[config.mk]
export PLATFORM = sky130hd
export DESIGN_NAME = state_seq
export DESIGN_NICKNAME = d
export VERILOG_FILES = /design/src/rtl/state_seq.sv
export SDC_FILE = /design/constraint.sdc
export NUM_CORES = 1
export LEC_CHECK = 0
export ABC_CLOCK_PERIOD_IN_PS = 1600
export CAP_MARGIN = 15
export CORE_MARGIN = 1
export CORE_UTILIZATION = 25
export CTS_CLUSTER_DIAMETER = 40
export DETAILED_ROUTE_END_ITERATION = 7
export PLACE_DENSITY = 0.6
export SYNTH_ARGS = -nofsm -noshare
export SYNTH_HDL_FRONTEND = slang
export SYNTH_SLANG_ARGS = --single-unit
[constraint.sdc]
create_clock -name clk -period 1.6 [get_ports clk]
set_input_delay 0.24 -clock clk [delete_from_list [all_inputs] [get_ports clk]]
set_output_delay 0.24 -clock clk [all_outputs]
set_load 0.05 [all_outputs]
[src/rtl/state_seq.sv]
// State register that closes the loop around an external next-state lookup table.
// Optional one-hot checking of the returned value is enabled by defining ONEHOT_CHECK_EN.
module state_seq #(
    parameter int DWELL = 4,
    parameter int ERRW  = 4
) (
    input  logic            clk,
    input  logic            rst_n,
    input  logic            step_i,
    input  logic            hold_i,
    input  logic            mode_i,
    input  logic            clr_i,
    input  logic [4:0]      nxt_i,
    output logic [4:0]      state_o,
    output logic            sel_o,
    output logic            busy_o,
    output logic            ovf_o,
    output logic            err_o,
    output logic [ERRW-1:0] err_cnt_o
);

    localparam logic [4:0] STATE_RST = 5'b00001;
    localparam logic [3:0] DONE_CNT  = 4'(DWELL - 1);

    logic [4:0] r_state;
    logic       r_sel;
    logic       r_pending;
    logic [3:0] r_cnt;
    logic       r_ovf;

    logic       w_done;
    logic       w_load;
    logic       w_drop;
    logic       w_err;
    logic [4:0] w_state_d;
    logic       w_pending_d;
    logic [3:0] w_cnt_d;

    // A request is served once the dwell has expired; a second request may
    // queue behind it, and a third one while one is queued is dropped.
    always_comb begin
        w_done      = (r_cnt == DONE_CNT);
        w_load      = (step_i | r_pending) & w_done & ~hold_i;
        w_drop      = step_i & r_pending & ~w_load;

        w_pending_d = r_pending;
        if (w_load) begin
            w_pending_d = step_i & r_pending;
        end else if (step_i) begin
            w_pending_d = 1'b1;
        end

        w_cnt_d = r_cnt;
        if (w_load) begin
            w_cnt_d = '0;
        end else if (!hold_i && !w_done) begin
            w_cnt_d = r_cnt + 4'd1;
        end
    end

`ifdef ONEHOT_CHECK_EN
    logic            w_onehot;
    logic            r_err;
    logic [ERRW-1:0] r_err_cnt;

    // Exactly one bit set: non-zero and clearing the lowest set bit leaves zero.
    always_comb begin
        w_onehot  = (nxt_i != 5'd0) && ((nxt_i & (nxt_i - 5'd1)) == 5'd0);
        w_err     = w_load & ~w_onehot;
        w_state_d = w_err ? STATE_RST : nxt_i;
    end

    always_ff @(posedge clk or negedge rst_n) begin
        if (!rst_n) begin
            r_err     <= 1'b0;
            r_err_cnt <= '0;
        end else begin
            r_err <= w_err;
            if (w_err) begin
                if (r_err_cnt != '1) begin
                    r_err_cnt <= r_err_cnt + 1'b1;
                end
            end else if (clr_i) begin
                r_err_cnt <= '0;
            end
        end
    end

    assign err_o     = r_err;
    assign err_cnt_o = r_err_cnt;
`else
    always_comb begin
        w_err     = 1'b0;
        w_state_d = nxt_i;
    end

    assign err_o     = 1'b0;
    assign err_cnt_o = '0;
`endif

    // NOTE: registers use non-blocking assignments so every flop samples the
    // pre-edge values; the reset branch is asynchronous and applies at once.
    always_ff @(posedge clk or negedge rst_n) begin
        if (!rst_n) begin
            r_state   <= STATE_RST;
            r_sel     <= 1'b0;
            r_pending <= 1'b0;
            r_cnt     <= DONE_CNT;
            r_ovf     <= 1'b0;
        end else begin
            r_pending <= w_pending_d;
            r_cnt     <= w_cnt_d;
            if (w_load) begin
                r_state <= w_state_d;
            end
            if (!hold_i) begin
                r_sel <= mode_i;
            end
            if (w_drop) begin
                r_ovf <= 1'b1;
            end else if (clr_i) begin
                r_ovf <= 1'b0;
            end
        end
    end

    assign state_o = r_state;
    assign sel_o   = r_sel;
    assign busy_o  = r_pending | ~w_done;
    assign ovf_o   = r_ovf;

endmodule

==> results of run 1 <==
## critical path, stage by stage (launching register included)
cell and delay, ps:
dfstp_2 560, ha_4 140, nor3b_4 170, or2b_4 290, buf_8 150
## layout by cell type (no fill, tap or decap), types with 2 or more instances in the layout
| master | n |
|---|---|
| mux2_2 | 2 |
| dfstp_2 | 3 |
| mux2_4 | 5 |
| clkdlybuf4s50_1 | 10 |
| clkbuf_4 | 3 |
| buf_4 | 16 |
| dfrtp_1 | 9 |
| conb_1 | 5 |
| a21oi_1 | 4 |
| inv_1 | 2 |
| buf_6 | 2 |
## registers in the layout, indices dropped and copies added, names as in the netlist
signal / count
ovf_o: 1
r_cnt: 4
r_pending: 1
sel_o: 1
state_o: 5
## cells by family (layout without fill, tap and decap cells)
| group | after synthesis | in the layout | synth area share |
|---|---|---|---|
| AO/OA/AOI/OAI | 6 | 6 | 0.0592 |
| XOR/XNOR | 1 | 1 | 0.0154 |
| adder cells (fa/ha/maj) | 1 | 1 | 0.0219 |
| buffers and inverters | 7 | 36 | 0.0790 |
| flip-flops | 12 | 12 | 0.533 |
| multiplexers | 7 | 7 | 0.138 |
| other | 1 | 5 | 0.00657 |
| AND/OR/NAND/NOR | 10 | 10 | 0.147 |
## report_power, final
| group | total [uW] | switching [uW] | internal [uW] |
|---|---|---|---|
| logic | 1060 | 526 | 537 |
| clock network | 197 | 100 | 96.4 |
| registers | 522 | 77.2 | 444 |
## worst max path at each step
stage | startpoint | to | slack, ps | cells past startpoint
4_1_cts | r_cnt[1] | busy_o | -220 | 4
3_5_place_dp | r_cnt[0] | busy_o | -60 | 4
2_1_floorplan | r_cnt[0] | busy_o | 40 | 3
3_3_place_gp | r_cnt[0] | busy_o | -50 | 4
5_1_grt | r_cnt[0] | busy_o | -260 | 4
6_report | r_cnt[1] | busy_o | -210 | 4
## final cells by class
class	instances	area, um2	share of cell area
sequential	12	304	0.324
multi-input combinational	30	290	0.309
timing repair buffer	30	278	0.296
tap	27	33.8	0.0360
clock buffer	4	26.3	0.0280
inverter	2	7.51	0.00799
## repair_timing
action                                  4_1_cts  5_1_grt
hold buffers                                  0        0
endpoints found under the setup margin        6        9
setup buffers                                 2        4
gates resized for setup                      10        5
endpoints found under the hold margin         0        0
pin swaps                                     1        1
## routing by layer
metal,up-vias,track usage
met5,-,0
met4,0,0.0714
met3,2,0.0185
met2,14,0.149
met1,205,0.138
li1,215,-
## metrics by stage
stage               total power, uW   util  cell area [um2]  cells
finish                         1780  0.456              940    105
global route                   1890  0.456              940    105
CTS                            1680  0.431              888    101
detailed placement             1380  0.393              811     96
global placement               1360  0.393              811     96
floorplan                      1060      -              589     49
==> impl_metrics.py, run 1 <==
metrics = {
    "outcome": {
        "status": "finished, violations left",
        "violations": "negative setup slack",
    },
    "cts": {
        "htree_num_levels": 1,
        "cts_tree": "done",
        "insertion_delay_ps": 270,
        "numClockSinks": 12,
        "cts_buffers": 3,
        "cts_max_path_buffers": 2,
        "path_clk_slew_ps": 80,
        "cts-root-buf": "clkbuf_4",
    },
    "detailed_routing": {
        "ant_nets": 0,
        "finalWirelength_um": 1100,
        "avgViaCountPerCell": 4.15,
        "drt_iter0_markers": 2,
        "met3_length_um": 41,
        "maxUsedRoutingLayer": "met4",
        "drc": 0,
        "post_drt_wl_per_cell_um": 10.5,
        "wl_met2_um": 522,
        "drt-met1-wl_um": 519,
        "first_pass_iters": 2,
        "vias": 436,
    },
    "die": {
        "num_rows": 16,
        "fp.dieH_um": 49.8,
        "dieWidth_um": 49.8,
        "dieArea_um2": 2480,
        "coreArea_um2": 2060,
        "pin_count": 24,
        "initial_core_util": 0.277,
    },
    "yosys": {
        "synth_top_area_cell": "dfrtp_1",
        "yosysTopAreaCellShare": 0.395,
        "synth_cell_types": 19,
        "ys.flop_type": "dfrtp_1",
        "synth-edff-count": 0,
        "ys_ff_latch": 12,
        "netlist_top_cells_area": "dfrtp_1, dfstp_2, mux2_2, buf_4, nor4_4",
        "synth_most_common_cell": "dfrtp_1",
        "ys.warnings.count": 0,
        "avgSynthCellArea_um2": 12.7,
        "syn-cell-area_um2": 571,
        "synthArstFlopShare": 1.00,
        "seq_area_frac_synth": 0.533,
        "synth.cells.most_frequent": "dfrtp_1, mux2_2, buf_4",
        "syn-instance-count": 45,
    },
    "final_layout": {
        "area_growth_pct": 64.7,
        "layout-drive-gt1-share": 0.513,
        "n_fill_cell": 196,
        "antenna_cells": 0,
        "final_nets": 91,
    },
    "grt": {
        "grt.total_usage": 0.103,
        "grt_pass1_vias": 416,
        "antenna_found_initial": 0,
        "grt_max_degree": 13,
        "grt_pass1_wl_um": 1910,
        "grt_overflow_total": 0,
    },
    "power": {
        "ir_drop_mv": 0.854,
        "powerDensity_nw_per_um2": 1900,
        "leakagePower_uw": 0.000431,
    },
    "placed_design": {
        "port_buffers": 18,
        "dpl.hpwl_um": 794,
        "place_ws_ps": -63.2,
        "gp_congestion": 0.623,
    },
    "sta": {
        "finalHoldViolations": 0,
        "setup_ws_ps": -209,
        "fin_skew_ps": 0.830,
        "period_share": 1.13,
        "fmax_ghz": 0.553,
        "rsz0062_at_grt": "yes",
        "finalMaxSlewViolations": 0,
        "setup_violations": 9,
        "tns_ps": -1020,
        "tightestPinTransition_ps": 536,
        "slew_headroom": 0.642,
        "layout_min_cycle_time_ps": 1810,
        "hold-worst-slack_ps": 320,
    },
    "worst_setup_path": {
        "startpoint_type": "flop",
        "r2r_slack_ps": -140,
        "worst_ep_required_time_ps": 1360,
        "arrival_ps": 1570,
        "path_max_fanout": 2,
        "r2r_end": "state_o[4]",
        "worstSetupPathType": "flop to primary output",
        "worst_setup_path_end_kind": "primary output",
        "ff2ff_path_depth": 7,
        "reg2reg_from": "r_cnt[1]",
    },
    "flow_run": {
        "cap_violations": 0,
    },
    "worst_hold_path": {
        "hold_class": "input pin to async pin",
    },
}
No activity file was read; power rests on OpenSTA's default activity.
==> run 2: changes to the inputs <==
- CTS_CLUSTER_SIZE: not set -> 12
- SKIP_LAST_GASP: not set -> 1
==> results of run 2 <==
No change in the layout: final DEF, timing and power equal those of run 1.
Among the figures that moved: number of gates resized after CTS 10 -> 9
